## src/rtl/vga_linefetch.sv

```systemverilog
// Line prefetcher: reads framebuffer words ahead of the beam into a 16-deep FIFO and serializes them as RGB332 pixels.
// Define VGA_LINEFETCH_UNDERRUN_EN to enable the sticky o_underrun flag.

module vga_linefetch (
    input  logic        i_clk,
    input  logic        i_reset,
    input  logic        i_visible,
    input  logic        i_hSync,
    input  logic        i_vSync,
    input  logic        i_inth,
    input  logic        i_intv,
    input  logic [15:0] i_baseAddr,
    input  logic [7:0]  i_lineWords,
    output logic [15:0] o_memAddr,
    output logic        o_memReq,
    input  logic        i_memAck,
    input  logic [15:0] i_memData,
    output logic [7:0]  o_pixel,
    output logic        o_hSync,
    output logic        o_vSync,
    output logic        o_underrun
);

    typedef enum logic [1:0] {IDLE, FETCH, DRAIN} state_t;

    state_t      state;
    state_t      state_next;
    logic [15:0] fifo_mem [16];
    logic [3:0]  wr_idx;
    logic [3:0]  rd_idx;
    logic [4:0]  count;
    logic [15:0] addr_ptr;
    logic [15:0] drain_addr;
    logic [7:0]  word_cnt;
    logic        byte_sel;
    logic        line_visible;
    logic        frame_start;
    logic        line_end;
    logic        flush;
    logic        fetch_req;
    logic        fifo_wr;
    logic        fifo_empty;
    logic        pop;
    logic [15:0] head;

    // A flush discards everything, including a word acked in the same cycle.
    always_comb begin
        frame_start = i_inth && i_intv;
        line_end    = i_inth && !i_intv && (line_visible || i_visible);
        flush       = frame_start || line_end;
        fetch_req   = (state == FETCH) && (count < 5'd16) && (word_cnt < i_lineWords);
        fifo_wr     = fetch_req && i_memAck && !flush;
        fifo_empty  = (count == 5'd0);
        pop         = i_visible && !fifo_empty && byte_sel && !flush;
        head        = fifo_mem[rd_idx];
    end

    always_ff @(posedge i_clk) begin
        if (i_reset) state <= IDLE;
        else         state <= state_next;
    end

    always_comb begin
        state_next = state;
        case (state)
            IDLE, FETCH: begin
                if (flush)
                    state_next = (fetch_req && !i_memAck) ? DRAIN : FETCH;
                else if ((state == FETCH) && (word_cnt == i_lineWords))
                    state_next = IDLE;
            end
            DRAIN: begin
                if (i_memAck) state_next = FETCH;
            end
            default: state_next = IDLE;
        endcase
    end

    // DRAIN holds the abandoned address so the bus sees a stable request until its ack.
    always_comb begin
        o_memReq  = fetch_req || (state == DRAIN);
        o_memAddr = (state == DRAIN) ? drain_addr : addr_ptr;
    end

    always_ff @(posedge i_clk) begin
        if (i_reset) begin
            wr_idx     <= 4'd0;
            rd_idx     <= 4'd0;
            count      <= 5'd0;
            addr_ptr   <= 16'd0;
            drain_addr <= 16'd0;
            word_cnt   <= 8'd0;
        end else if (flush) begin
            wr_idx   <= 4'd0;
            rd_idx   <= 4'd0;
            count    <= 5'd0;
            word_cnt <= 8'd0;
            if (frame_start)     addr_ptr   <= i_baseAddr;
            if (state != DRAIN)  drain_addr <= addr_ptr;
        end else begin
            if (fifo_wr) begin
                wr_idx   <= wr_idx + 4'd1;
                addr_ptr <= addr_ptr + 16'd1;
                word_cnt <= word_cnt + 8'd1;
            end
            if (pop) rd_idx <= rd_idx + 4'd1;
            count <= count + {4'd0, fifo_wr} - {4'd0, pop};
        end
    end

    always_ff @(posedge i_clk) begin
        if (fifo_wr) fifo_mem[wr_idx] <= i_memData;
    end

    always_ff @(posedge i_clk) begin
        if (i_reset) begin
            byte_sel     <= 1'b0;
            line_visible <= 1'b0;
        end else if (i_inth) begin
            byte_sel     <= 1'b0;
            line_visible <= 1'b0;
        end else begin
            if (i_visible)                byte_sel     <= !byte_sel && !fifo_empty || byte_sel && fifo_empty;
            if (i_visible)                line_visible <= 1'b1;
        end
    end

    always_ff @(posedge i_clk) begin
        if (i_reset) begin
            o_pixel <= 8'h00;
            o_hSync <= 1'b0;
            o_vSync <= 1'b0;
        end else begin
            o_pixel <= (i_visible && !fifo_empty) ? (byte_sel ? head[15:8] : head[7:0]) : 8'h00;
            o_hSync <= i_hSync;
            o_vSync <= i_vSync;
        end
    end

`ifdef VGA_LINEFETCH_UNDERRUN_EN
    always_ff @(posedge i_clk) begin
        if (i_reset)                       o_underrun <= 1'b0;
        else if (i_visible && fifo_empty)  o_underrun <= 1'b1;
    end
`else
    assign o_underrun = 1'b0;
`endif

endmodule

```

## config.mk

```make
export PLATFORM = sky130hd
export DESIGN_NAME = vga_linefetch
export DESIGN_NICKNAME = d
export VERILOG_FILES = /design/src/rtl/vga_linefetch.sv
export SDC_FILE = /design/constraint.sdc
export NUM_CORES = 1
export LEC_CHECK = 0
export CORE_MARGIN = 10
export CORE_UTILIZATION = 30
export CTS_CLUSTER_DIAMETER = 200
export DETAILED_ROUTE_END_ITERATION = 8
export GPL_TIMING_DRIVEN = 1
export SYNTH_ARGS = -nofsm -noshare
export SYNTH_HDL_FRONTEND = slang
export SYNTH_SLANG_ARGS = --single-unit
```

## constraint.sdc

```tcl
create_clock -name i_clk -period 5.2 [get_ports i_clk]
set_input_delay 1.3 -clock i_clk [delete_from_list [all_inputs] [get_ports i_clk]]
set_output_delay 1.3 -clock i_clk [all_outputs]
set_load 0.01 [all_outputs]
```

# Word level (Yosys, flattened, before mapping)
# Memory sizes are Yosys's and may differ from the RTL's. A register that Yosys moved wholly into a read port is not among the register bits.
# Cells that the tools add are included.
# totals
regBits	67
ramBits	256
inputBits	48
n_memories	1
# mem_list
memory	words	word_bits	rd	rd_clocked_by_memory_dff	write_ports	line	text
fifo_mem	16	16	1	1	1	28	logic [15:0] fifo_mem [16];
# classes
n_addsub	6
magnitude_cmp	2
n_eq_ne	7
mux	14
bitwise_logic	1
n_reduce_logical	33
# op_table
operator	count
$mux W16	4
$add A16 B1 Y16 const B	1
$logic_and A1 B1 Y1	14
$add A4 B1 Y4 const B	2
$add A8 B1 Y8 const B	1
$eq A8 B8 Y1	1
$lt A8 B8 Y1	1
$mux W2	4
$mux W4	2
$mux W8	1
$reduce_or A2 Y1	4
$ne A2 B2 Y1 const B	3
$reduce_and A2 Y1	3
$add A5 B1 Y5	1
$logic_not A1 Y1	5
$logic_not A5 Y1	1
$lt A5 B5 Y1 const B	1
$sub A5 B1 Y5	1
$logic_or A1 B1 Y1	4
$pmux W2 S2	1
$ne A3 B3 Y1 const B	1
$eq A2 B1 Y1 const B	1
$eq A2 B2 Y1 const B	1
$logic_not A2 Y1	1
other kinds (3)	4

# Longest topological paths before layout
# depth
word_depth	8
mapped_depth	18

# Least setup slack after synthesis
# Ideal clock, no wire load.
# synth_timing
path_kind	input-to-reg
from	input port i_lineWords[5]
to	register count[4]
t_arrival_ps	3952
required_ps	5130
slack_ps	1178
cell_stages	18
path_buffers	1
path_cell_list	inv_1 > ha_1 > a21oi_1 > o211ai_2 > or2_4 > nor2_1 > clkbuf_2 > inv_1 > ha_1 > inv_1 > ha_1 > inv_1 > fa_1 > inv_1 > a21oi_1 > nor2_1 > or3_1 > a21oi_1
# synth_via
elab_chain_cells	6
# synth_rtl
element	line	text
start: declaration	13	input logic [7:0] i_lineWords,
$lt A8 B8 Y1	51	fetch_req = (state == FETCH) && (count < 5'd16) && (word_cnt < i_lineWords);
$logic_and A1 B1 Y1	51	
$logic_and A1 B1 Y1 (2 in a row)	52	fifo_wr = fetch_req && i_memAck && !flush;
$add A5 B1 Y5	107	count <= count + {4'd0, fifo_wr} - {4'd0, pop};
$sub A5 B1 Y5	107	
end signal: assignment	107	
end: declaration	31	logic [4:0] count;
# Every way passes these cells.
# A chain may end at the register's enable or synchronous reset.

# Worst setup path after layout
# layout_timing
from	input port i_lineWords[1]
to	output port o_memReq
# layout_via
elab_chain_cells	3
# layout_rtl
element	line	text
$lt A8 B8 Y1	51	
$logic_and A1 B1 Y1	51	
$logic_or A1 B1 Y1	81	o_memReq = fetch_req || (state == DRAIN);
end: declaration	15	output logic o_memReq,
# Every way passes these cells.

==> metrics <==
Final Cycle Share=between 90% and 100%; XOR/XNOR Fraction of Synth Area=1.10%; VDD IR max=around 0.00024 V; Setup Skew=0.00980 ns; Critical-path top delay cell=clkdlybuf4s50_1; DRC viols=0; fraction of registers with async set/reset=0%; f_max=0.209 GHz; final setup violation count=0; setup bufs post-CTS=0; row count=77; ANT nets after route=0; Worst-Margin Slew=1.08 ns; Synth Area in Compound Gates=4.42%; Worst R2R Path Depth=17; wire per inst=slightly below 20 um; hold_buf cts=0; RSZ-0062 raised after global routing=no; Sink Count=around 330; hold depth=2; LEAKAGE=5.27 nW; # port buffers=74; worst slack at placement=a little over 0.4 ns; crit start category=primary input; first-pass iteration count of the detailed router=6; main combinational cell family by area after synthesis=multiplexers; post-DP HPWL=17800 um; most frequent cells in the layout=edfxtp_1 (256), nand2_1 (117), clkdlybuf4s50_1 (74); share of layout cells above drive strength 1=13.6%; Yosys top cell area share=56.6%; die height=about 230 um; Cell Area, Synth=13600 um^2; CTS tree=built; final instance area=approximately 16000 um^2; Setup WS post-layout=0.411 ns; Top FF cell, synth=edfxtp_1; vias in the first global route=7434; final WL=30500 um; GR Util All Layers=about 11%; simple-gate share of the synthesized area=under 10%; commonest non-fill, non-tap cell in the layout=edfxtp_1; Starting Density=30.5%; vias per cell=4.80; max-cap violations=0; family with the most delay on the worst path=buffers and inverters; number of synthesized flops with an enable pin=256; gpl congestion=0.792; Clk pin slew, worst setup/hold paths=0.06 ns; Resize count post-CTS=0; Period minus WS final=approximately 4.8 ns; syn avg cell area=between 15 and 20 um^2; initial antenna violation count=2; Synth Area in Adders=2.08%; final hold vios=0; largest net degree at the start of global routing=48; clock tree buffer depth=3; WP data required=3.90 ns; critical path cell sequence=clkdlybuf4s50_1 > inv_1 > ha_1 > nor2b_1 > o211ai_1 > a21o_1 > nand2b_1 > nand2_1 > clkdlybuf4s50_1; worst hold path class=flip-flop to flip-flop; area leader, netlist=edfxtp_1; Core Region=44500 um^2; Worst setup EP type=output port; synth warn=0; CTS Buf Count=31; layout net count=1010; FF+latch count, synth=~330; Rel. slew slack=27.6%; status=completed; final max-slew violation count=0; ant diodes=0; clock latency on the worst-skew pair=between 0.5 and 0.6 ns; Mapped Nets=approximately 900; register area share after synthesis=67.0%; kind of critical path=primary input to output port; first-pass GRT wire length=46500 um; CTS Root Buffer Type=clkbuf_16; total die area=54200 um^2; P&R area growth vs syn=18.1%; mux contribution to synthesized area=14.3%; Finished Layout Cells=~1600; CP Depth=9; # H-tree levels=1; grt total ovfl=0; cell count after synthesis=848; # IOs=76; critical path peak fanout=3; Synth cell types=57; drt initial violations=756; dominant cells by area after synthesis=edfxtp_1 (57%), dfxtp_1 (10%), mux4_2 (7.3%); vias=7467; CP peak stage delay=a little under 0.6 ns; placed cell count=1499; crit path DAT=between 3 and 4 ns; Fin Setup TNS=0 ns; Post-DP Area=14900 um^2; PD cells=343 nW/um^2; Die X=233 um; CP bufs+invs=3; critical path's most frequent cell=clkdlybuf4s50_1
## sequential cells by signal (all words and copies together) (netlist names), 2 cells and up, named ones only
register	count
word_cnt	8
state	2
fifo_mem	256
o_pixel	8
drain_addr	16
addr_ptr	16
rd_idx	4
count	5
wr_idx	4
## cells in the mapped netlist (all sizes together) (2+ instances only)
cell type,instances
a211oi,4
a21o,3
a21oi,44
a31oi,4
and2,3
and3,16
buf,16
clkbuf,26
dfxtp,71
edfxtp,256
ha,21
inv,38
mux4,80
nand2,117
nand2b,5
nand3,11
nand4,7
nor2,34
nor2b,7
nor3,10
nor4,2
nor4b,2
o211ai,2
o21ai,17
o22ai,10
o31ai,5
o32ai,2
o41ai,2
or2,2
or3,2
xnor2,9
xor2,8
## tightest hold or removal path: cells and delay by family (launching register included)
kind,cells,cell delay [ns]
and+or+nand+nor,1,0.05
AOI/OAI and AO/OA,1,0.05
DFF,1,0.31
## power breakdown
part | switching, W | internal (W)
combinational | 0.000121 | 0.0000926
sequential | 0.0000173 | 0.00283
clock | 0.000986 | 0.00145
## stage by stage
stage	power [W]	hold slack, ns	utilization (%)
2_1_floorplan	0.00301	0.437	-
3_3_place_gp	0.00312	0.444	33.6
3_5_place_dp	0.00312	0.450	33.6
4_1_cts	0.00555	0.460	36.0
5_1_grt	0.00568	0.479	36.0
6_report	0.00550	0.455	36.0
## routing by layer
metal	vias up	global-route usage, %	part of all wire [%]
li1	3456	-	-
met1	3767	15.4	46
met2	205	17.8	46
met3	37	2.57	6.2
met4	2	1.91	1.5
met5	-	0	0.043
## area by class of cell
cell class              instances  area [um^2]
well taps                     592          741
clock buffers                  37          798
clock inverters                21          292
inverters                      38          143
multi-input cells             441         4010
repair buffers                101          943
flip-flops and latches        327         9110
fillers                      4167        28500
## cell families (layout without fill, tap and decap cells)
group,Yosys count,in the layout
adders and majority gates,22,22
other,1,1
DFF,327,327
and+or+nand+nor,220,220
muxes,81,81
xor gates and xnor gates,17,17
AOI/OAI and AO/OA,100,100
buffers and inverters,80,197
## final timing paths
kind / startpoint / to / slack (ns)
max: i_lineWords[1] / o_memReq / 0.41
min: drain_addr[7] / drain_addr[7] / 0.46
max reg2reg: word_cnt[1] / count[4] / 1.87
min reg2reg: drain_addr[7] / drain_addr[7] / 0.46
Note: power is estimated with default switching activity, not from simulation.
